[src/rtl/fpga_top_pkg.sv]
// Shared key codes, display/LCD encodings and the LCD controller state type
// for the front-panel design.
package fpga_top_pkg;

  localparam logic [3:0] KEY_STAR = 4'd10;
  localparam logic [3:0] KEY_HASH = 4'd11;

  localparam logic [7:0] LCD_FUNC_SET = 8'h38;
  localparam logic [7:0] LCD_DISP_ON  = 8'h0C;
  localparam logic [7:0] LCD_ENTRY    = 8'h06;
  localparam logic [7:0] LCD_CLEAR    = 8'h01;
  localparam logic [7:0] LCD_HOME     = 8'h80;

  typedef enum logic [1:0] {ST_INIT, ST_IDLE, ST_WRITE, ST_HOME} lcd_state_t;

  // Segment order {dp,g,f,e,d,c,b,a}, active-high
  function automatic logic [7:0] seg_pattern(input logic [3:0] code);
    case (code)
      4'd0:     seg_pattern = 8'h3F;
      4'd1:     seg_pattern = 8'h06;
      4'd2:     seg_pattern = 8'h5B;
      4'd3:     seg_pattern = 8'h4F;
      4'd4:     seg_pattern = 8'h66;
      4'd5:     seg_pattern = 8'h6D;
      4'd6:     seg_pattern = 8'h7D;
      4'd7:     seg_pattern = 8'h07;
      4'd8:     seg_pattern = 8'h7F;
      4'd9:     seg_pattern = 8'h6F;
      KEY_STAR: seg_pattern = 8'h40;
      KEY_HASH: seg_pattern = 8'h76;
      default:  seg_pattern = 8'h00;
    endcase
  endfunction

  function automatic logic [7:0] key_ascii(input logic [3:0] code);
    case (code)
      KEY_STAR: key_ascii = 8'h2A;
      KEY_HASH: key_ascii = 8'h23;
      default:  key_ascii = 8'h30 + {4'h0, code};
    endcase
  endfunction

  function automatic logic [7:0] init_cmd(input logic [1:0] idx);
    case (idx)
      2'd0:    init_cmd = LCD_FUNC_SET;
      2'd1:    init_cmd = LCD_DISP_ON;
      2'd2:    init_cmd = LCD_ENTRY;
      default: init_cmd = LCD_CLEAR;
    endcase
  endfunction

endpackage

[src/rtl/keypad_scanner.sv]
// 3x4 keypad row scanner: drives one row low per dwell, samples columns at the
// end of the dwell and emits one key event per press (release = one clean scan).
module keypad_scanner
  import fpga_top_pkg::*;
#(
  parameter int SCAN_DIV = 50
) (
  input  logic       clk,
  input  logic       rst,
  input  logic [2:0] cols_i,
  output logic [3:0] rows_o,
  output logic       key_valid_o,
  output logic [3:0] key_code_o
);

  localparam int DW = $clog2(SCAN_DIV + 1);
  localparam logic [DW-1:0] DIV_LAST = DW'(SCAN_DIV - 1);

  logic [DW-1:0] div_q;
  logic [1:0]    row_q;
  logic          seen_cur_q, seen_prev_q;
  logic          key_valid_q;
  logic [3:0]    key_code_q;
  logic          hit;
  logic [1:0]    col;
  logic [3:0]    code_now;

  always_comb begin
    hit = (cols_i != 3'b111);
    if (!cols_i[0])      col = 2'd0;
    else if (!cols_i[1]) col = 2'd1;
    else                 col = 2'd2;
    if (row_q == 2'd3)
      code_now = (col == 2'd0) ? KEY_STAR : (col == 2'd1) ? 4'd0 : KEY_HASH;
    else
      code_now = 4'(row_q) * 4'd3 + 4'(col) + 4'd1;
  end

  // seen_prev_q summarises the last complete 4-row scan; only a clean scan re-arms events
  always_ff @(posedge clk) begin
    if (rst) begin
      div_q       <= '0;
      row_q       <= 2'd0;
      seen_cur_q  <= 1'b0;
      seen_prev_q <= 1'b0;
      key_valid_q <= 1'b0;
      key_code_q  <= 4'd0;
    end else begin
      key_valid_q <= 1'b0;
      if (div_q == DIV_LAST) begin
        div_q <= '0;
        row_q <= row_q + 2'd1;
        if (hit && !seen_prev_q) begin
          key_valid_q <= 1'b1;
          key_code_q  <= code_now;
        end
        if (row_q == 2'd3) begin
          seen_prev_q <= seen_cur_q | hit;
          seen_cur_q  <= 1'b0;
        end else begin
          seen_cur_q  <= seen_cur_q | hit;
        end
      end else begin
        div_q <= div_q + 1'b1;
      end
    end
  end

  assign rows_o      = ~(4'b0001 << row_q);
  assign key_valid_o = key_valid_q;
  assign key_code_o  = key_code_q;

endmodule

[src/rtl/fpga_top.sv]
// Front panel top: keypad scanner, LED heartbeat, 8-digit 7-seg history of the
// last keys and an HD44780 write-only echo of each key.
module fpga_top
  import fpga_top_pkg::*;
#(
  parameter int LED_DIV  = 2000000,
  parameter int SCAN_DIV = 50,
  parameter int SEG_DIV  = 1000,
  parameter int LCD_DIV  = 2000
) (
  input  logic       clk,
  input  logic       rst,
  input  logic [2:0] in_from_keypad,
  output logic [3:0] out_to_keypad,
  output logic [7:0] out_to_led,
  output logic [7:0] out_to_seg_data,
  output logic [7:0] out_to_seg_en,
  output logic       lcd_e,
  output logic       lcd_rw,
  output logic       lcd_rs,
  output logic [7:0] lcd_data
);

  localparam int LW = $clog2(LED_DIV + 1);
  localparam int GW = $clog2(SEG_DIV + 1);
  localparam int SW = $clog2(LCD_DIV + 1);
  localparam logic [LW-1:0] LED_LAST  = LW'(LED_DIV - 1);
  localparam logic [GW-1:0] SEG_LAST  = GW'(SEG_DIV - 1);
  localparam logic [SW-1:0] SLOT_LAST = SW'(LCD_DIV - 1);
  localparam logic [SW-1:0] E_END     = SW'(LCD_DIV / 2);

  logic       key_valid;
  logic [3:0] key_code;

  keypad_scanner #(.SCAN_DIV(SCAN_DIV)) u_kp (
    .clk         (clk),
    .rst         (rst),
    .cols_i      (in_from_keypad),
    .rows_o      (out_to_keypad),
    .key_valid_o (key_valid),
    .key_code_o  (key_code)
  );

  logic [LW-1:0] led_div_q;
  logic [7:0]    led_q;

  always_ff @(posedge clk) begin
    if (rst) begin
      led_div_q <= '0;
      led_q     <= 8'h01;
    end else if (led_div_q == LED_LAST) begin
      led_div_q <= '0;
      led_q     <= {led_q[6:0], led_q[7]};
    end else begin
      led_div_q <= led_div_q + 1'b1;
    end
  end

  logic [GW-1:0]   seg_div_q;
  logic [2:0]      dig_q, dig_d;
  logic [7:0][3:0] dig_code_q;
  logic [7:0]      dig_vld_q;
  logic [7:0]      seg_data_q;

  assign dig_d = (seg_div_q == SEG_LAST) ? dig_q + 3'd1 : dig_q;

  // Pattern is looked up for the next digit so data and enable change on the same edge
  always_ff @(posedge clk) begin
    if (rst) begin
      seg_div_q  <= '0;
      dig_q      <= 3'd0;
      dig_code_q <= '0;
      dig_vld_q  <= 8'h00;
      seg_data_q <= 8'h00;
    end else begin
      seg_div_q  <= (seg_div_q == SEG_LAST) ? '0 : seg_div_q + 1'b1;
      dig_q      <= dig_d;
      seg_data_q <= dig_vld_q[dig_d] ? seg_pattern(dig_code_q[dig_d]) : 8'h00;
      if (key_valid) begin
        dig_code_q <= {dig_code_q[6:0], key_code};
        dig_vld_q  <= {dig_vld_q[6:0], 1'b1};
      end
    end
  end

  lcd_state_t st_q;
  logic [SW-1:0] slot_q;
  logic [1:0]    init_idx_q;
  logic [3:0]    col_q;
  logic [7:0]    char_q;
  logic          e_q, rs_q;
  logic [7:0]    data_q;
  logic          slot_e;

  assign slot_e = (slot_q != '0) && (slot_q <= E_END);

  always_ff @(posedge clk) begin
    if (rst) begin
      st_q       <= ST_INIT;
      slot_q     <= '0;
      init_idx_q <= 2'd0;
      col_q      <= 4'd0;
      char_q     <= 8'h00;
      e_q        <= 1'b0;
      rs_q       <= 1'b0;
      data_q     <= 8'h00;
    end else begin
      case (st_q)
        ST_IDLE: begin
          slot_q <= '0;
          e_q    <= 1'b0;
          if (key_valid) begin
            char_q <= key_ascii(key_code);
            st_q   <= ST_WRITE;
          end
        end
        default: begin
          e_q    <= slot_e;
          rs_q   <= (st_q == ST_WRITE);
          data_q <= (st_q == ST_INIT)  ? init_cmd(init_idx_q) :
                    (st_q == ST_WRITE) ? char_q : LCD_HOME;
          if (slot_q == SLOT_LAST) begin
            slot_q <= '0;
            case (st_q)
              ST_INIT: begin
                if (init_idx_q == 2'd3) st_q <= ST_IDLE;
                init_idx_q <= init_idx_q + 2'd1;
              end
              ST_WRITE: begin
                col_q <= col_q + 4'd1;
                st_q  <= (col_q == 4'd15) ? ST_HOME : ST_IDLE;
              end
              default: st_q <= ST_IDLE;
            endcase
          end else begin
            slot_q <= slot_q + 1'b1;
          end
        end
      endcase
    end
  end

  assign out_to_led      = led_q;
  assign out_to_seg_data = seg_data_q;
  assign out_to_seg_en   = ~(8'b0000_0001 << dig_q);
  assign lcd_e           = e_q;
  assign lcd_rw          = 1'b0;
  assign lcd_rs          = rs_q;
  assign lcd_data        = data_q;

endmodule

[config.mk]
export PLATFORM = sky130hd
export DESIGN_NAME = fpga_top
export DESIGN_NICKNAME = d
export VERILOG_FILES = /design/src/rtl/fpga_top_pkg.sv /design/src/rtl/keypad_scanner.sv /design/src/rtl/fpga_top.sv
export SDC_FILE = /design/constraint.sdc
export NUM_CORES = 1
export LEC_CHECK = 0
export ABC_AREA = 1
export CAP_MARGIN = 20
export CORE_UTILIZATION = 25
export CTS_CLUSTER_DIAMETER = 150
export DETAILED_ROUTE_END_ITERATION = 6
export PLACE_DENSITY = 0.39
export SYNTH_ARGS = -nofsm -noshare
export SYNTH_HDL_FRONTEND = slang
export SYNTH_SLANG_ARGS = --single-unit
[constraint.sdc]
create_clock -name clk -period 2.8 [get_ports clk]
set_clock_uncertainty 0.1 [all_clocks]
set_input_delay 0.7 -clock clk [delete_from_list [all_inputs] [get_ports clk]]
set_output_delay 0.7 -clock clk [all_outputs]
set_load 0.01 [all_outputs]
==> results.txt <==
----------------------------------------------------
[Detailed routing]
  Initial detailed-routing violation count ... 290
  Total DRC errors in the routed layout ... 0
  Number of nets still failing antenna checks after routing ... 0
  Total wirelength of the detailed-routed design ... 14,800 um
  Post-detailed-route wirelength per cell ... 11.6 um
  Via Count ... 5,383
  First-pass DRT Iterations ... 4
  DR vias/cell ... 4.23

[Synthesis]
  Netlist area before placement ... 6490 um^2
  Synthesized area per cell ... 7.42 um^2
  Number of library cell types mapped by synthesis ... 45
  Seq cells post-synth ... 138
  Proportion of register bits with asynchronous set or reset after synthesis ... 0
  Post-Syn Instances ... 875
  Sequential-to-total area share from yosys stat ... 0.426
  Leading register cell type out of synthesis ... dfxtp_1
  Synthesis warning total ... 0
  Count of flip-flops with a built-in enable after synthesis ... 0

[Pwr]
  Leakage power ... 3.28 nW
  IR Drop Worst-Case VDD ... 333 uV
  Power density over the cells ... 557 nW/um^2

[Floorplan]
  Chip Height ... 163 um
  Width of the chip ... 163 um
  Count of pins on the block boundary ... 44
  Site Rows ... 58
  Std-Cell Core Area ... 25,300 um^2
  Area of the die ... 26,600 um^2
  Initial cell density of the core ... 0.256

[Setup path]
  Critical path required time ... 2000 ps
  CP most frequent cell ... inv_1
  Endpoint kind of the worst setup timing path ... output pin
  Critical path peak fanout ... 5
  Largest delay contributor family on the critical path ... buffers and inverters
  Maximum cell stage delay along the critical path ... 530 ps
  Startpoint type of the worst setup path ... flip-flop
  Slowest stage cell, crit path ... clkdlybuf4s50_1
  Cell chain of the critical path ... inv_1 -> ha_1 -> inv_1 -> clkdlybuf4s50_1
  Worst Path Buf+Inv ... 3
  Worst EP arrival ... 1740 ps
  Start-to-end type of the worst setup path ... flip-flop to output pin
  Minimum setup slack among reg-to-reg paths ... 280 ps

[Clocking]
  CTS clock-pin slew for the worst setup and hold paths ... 60 ps
  Total setup buffers inserted after CTS ... 0
  Cts bufs inserted ... 17
  CTS tree ... built
  Max clock buf depth ... 2
  Total clock sinks ... 138
  Number of gates resized after CTS ... 0
  Insertion delay of the later-clocked pin in the worst-skew pair ... 410 ps
  Post-CTS Hold Buffers ... 0
  H-Tree Level Count ... 4
  Cell at the root of the clock tree ... clkbuf_16

[Timing]
  Slack of the critical path ... 256 ps
  Final min period ... 2540 ps
  Final Max Slew Viols ... 0
  Maximum achievable frequency ... 0.393 GHz
  Final clock period utilization by the worst path ... 0.908
  Final-report hold violation count ... 0
  Number of setup violations in the final report ... 0
  Setup TNS ... 0 ps

[Global route]
  Number of antenna violations at the first check in global routing ... 0
  GRT Util Overall ... 0.119
  First-pass GRT wire length ... 25,300 um
  Vias in the first global route ... 5,231
  Maximum number of pins on one net before global-route repair ... 42
  Aggregate global routing overflow ... 0

[Cells and area]
  Post-layout net count ... 967
  Antenna diodes ... 0
  Post-layout instance count excluding filler cells ... 1,272
  Syn-to-layout area delta ... 22.9%
  Number of filler instances in the final layout ... 2,730
  Share of cells above drive strength 1 ... 0.0955

[Placed design]
  Setup WS pre-CTS ... -167 ps
  Detailed-placement wirelength estimate ... 10,200 um
  Placer Congestion ... 0.746
  Number of input and output port buffers inserted ... 40
  Placed cells ... 1,240

[Worst hold path]
  Worst min-delay path category ... flip-flop to flip-flop

[Flow run]
  Max-capacitance violation count ... 0

[Status]
  Result of the run ... complete, no violations

----------------------------------------------------
-- state kept, by name (all words and copies together) (netlist names) --
signal,count
slot_q,11
u_kp.key_valid_o,1
init_idx_q,2
u_kp.seen_prev_q,1
lcd_e,1
u_kp.div_q,6
out_to_led,8
col_q,4
lcd_data,7
u_kp.row_q,2
dig_code_q,32
u_kp.seen_cur_q,1
led_div_q,21
char_q,6
dig_q,3
seg_div_q,10
st_q,2
out_to_seg_data,7
dig_vld_q,8
u_kp.key_code_o,4
lcd_rs,1
-- cell usage in the layout (no fill, tap or decap), types with 7 or more instances in the layout --
cell type / n
dfxtp_1: 137
ha_1: 31
a21oi_1: 40
xor2_1: 8
clkdlybuf4s50_1: 40
o21ai_0: 63
nor3_1: 19
nor2_1: 151
nand4_1: 9
nand3_1: 50
nand2_1: 155
inv_1: 100
nor3b_1: 7
clkbuf_16: 17
buf_4: 21
-- report_power, final --
| part | switching, mW | internal (mW) | leakage (nW) |
|---|---|---|---|
| combinational | 0.0672 | 0.0443 | 1.88 |
| clock | 0.906 | 1.43 | 0.286 |
| sequential | 0.0114 | 1.98 | 1.12 |
| total | 0.985 | 3.46 | 3.28 |
-- logic make-up (layout without fill, tap and decap cells) --
kind of cell	count (synthesis)	after routing	synth area share
AND/OR/NAND/NOR	431	431	0.299
flip-flops	138	138	0.426
buffers and inverters	133	198	0.0823
AO/OA/AOI/OAI	127	127	0.110
adder cells (fa/ha/maj)	33	33	0.0659
XOR/XNOR	12	12	0.0162
other	1	3	0.000578
-- through the flow --
step                power, mW  hold WS, ps  utilization  area [um^2]
global route             4.63          376        0.315         7980
detailed placement       2.15          337        0.290         7350
global placement         2.15          334        0.290         7350
CTS                      4.54          352        0.314         7960
finish                   4.44          348        0.315         7980
floorplan                2.11          317            -         6500
-- synth_stat cells, types with 2 or more instances --
cell type,instances,area share
nand2_1,155,0.090
nor2_1,151,0.087
dfxtp_1,138,0.43
inv_1,101,0.058
o21ai_0,63,0.049
nand3_1,50,0.039
a21oi_1,40,0.031
ha_1,31,0.060
nor3_1,19,0.015
clkbuf_1,18,0.010
nand4_1,9,0.0087
xor2_1,8,0.011
nor3b_1,7,0.0081
a31oi_1,5,0.0048
nand3_2,5,0.0077
nor4_1,5,0.0048
o211ai_1,5,0.0058
buf_2,4,0.0031
buf_4,4,0.0046
nand2_2,4,0.0039
nand2_4,4,0.0069
nor3_2,4,0.0062
or2_2,4,0.0039
xnor2_1,4,0.0054
a211oi_1,3,0.0035
a221oi_1,3,0.0040
inv_2,3,0.0017
nor2_2,3,0.0029
o21a_1,3,0.0035
buf_6,2,0.0035
fa_1,2,0.0062
nand3b_1,2,0.0023
nor2_4,2,0.0035
o21ai_4,2,0.0050
or2_0,2,0.0019
-- per-layer routing --
layer	share of wire	global-route usage	vias to the layer above	wire, um
li1	-	-	2921	-
met3	0.030	0.0251	10	441
met5	0	0	-	0
met2	0.42	0.183	73	6230
met4	0.012	0.0433	0	178
met1	0.54	0.164	2379	7940
-- worst paths after layout --
kind / from / end / cells after the start
worst max-delay path: u_kp.row_q[0] / out_to_keypad[0] / 4
worst min register to register: led_div_q[0] / led_div_q[0] / 1
worst max register to register: seg_div_q[0] / out_to_seg_data[4] / 18
worst min-delay path: led_div_q[0] / led_div_q[0] / 1
-- layout make-up --
class	instances	area [um^2]	area share
clock inverter	13	169	0.0212
inverter	104	390	0.0489
sequential	138	2760	0.347
multi-input combinational	606	3220	0.404
timing repair buffer	62	578	0.0725
tap	330	413	0.0518
clock buffer	19	443	0.0555
No activity file was read; power rests on OpenSTA's default activity.
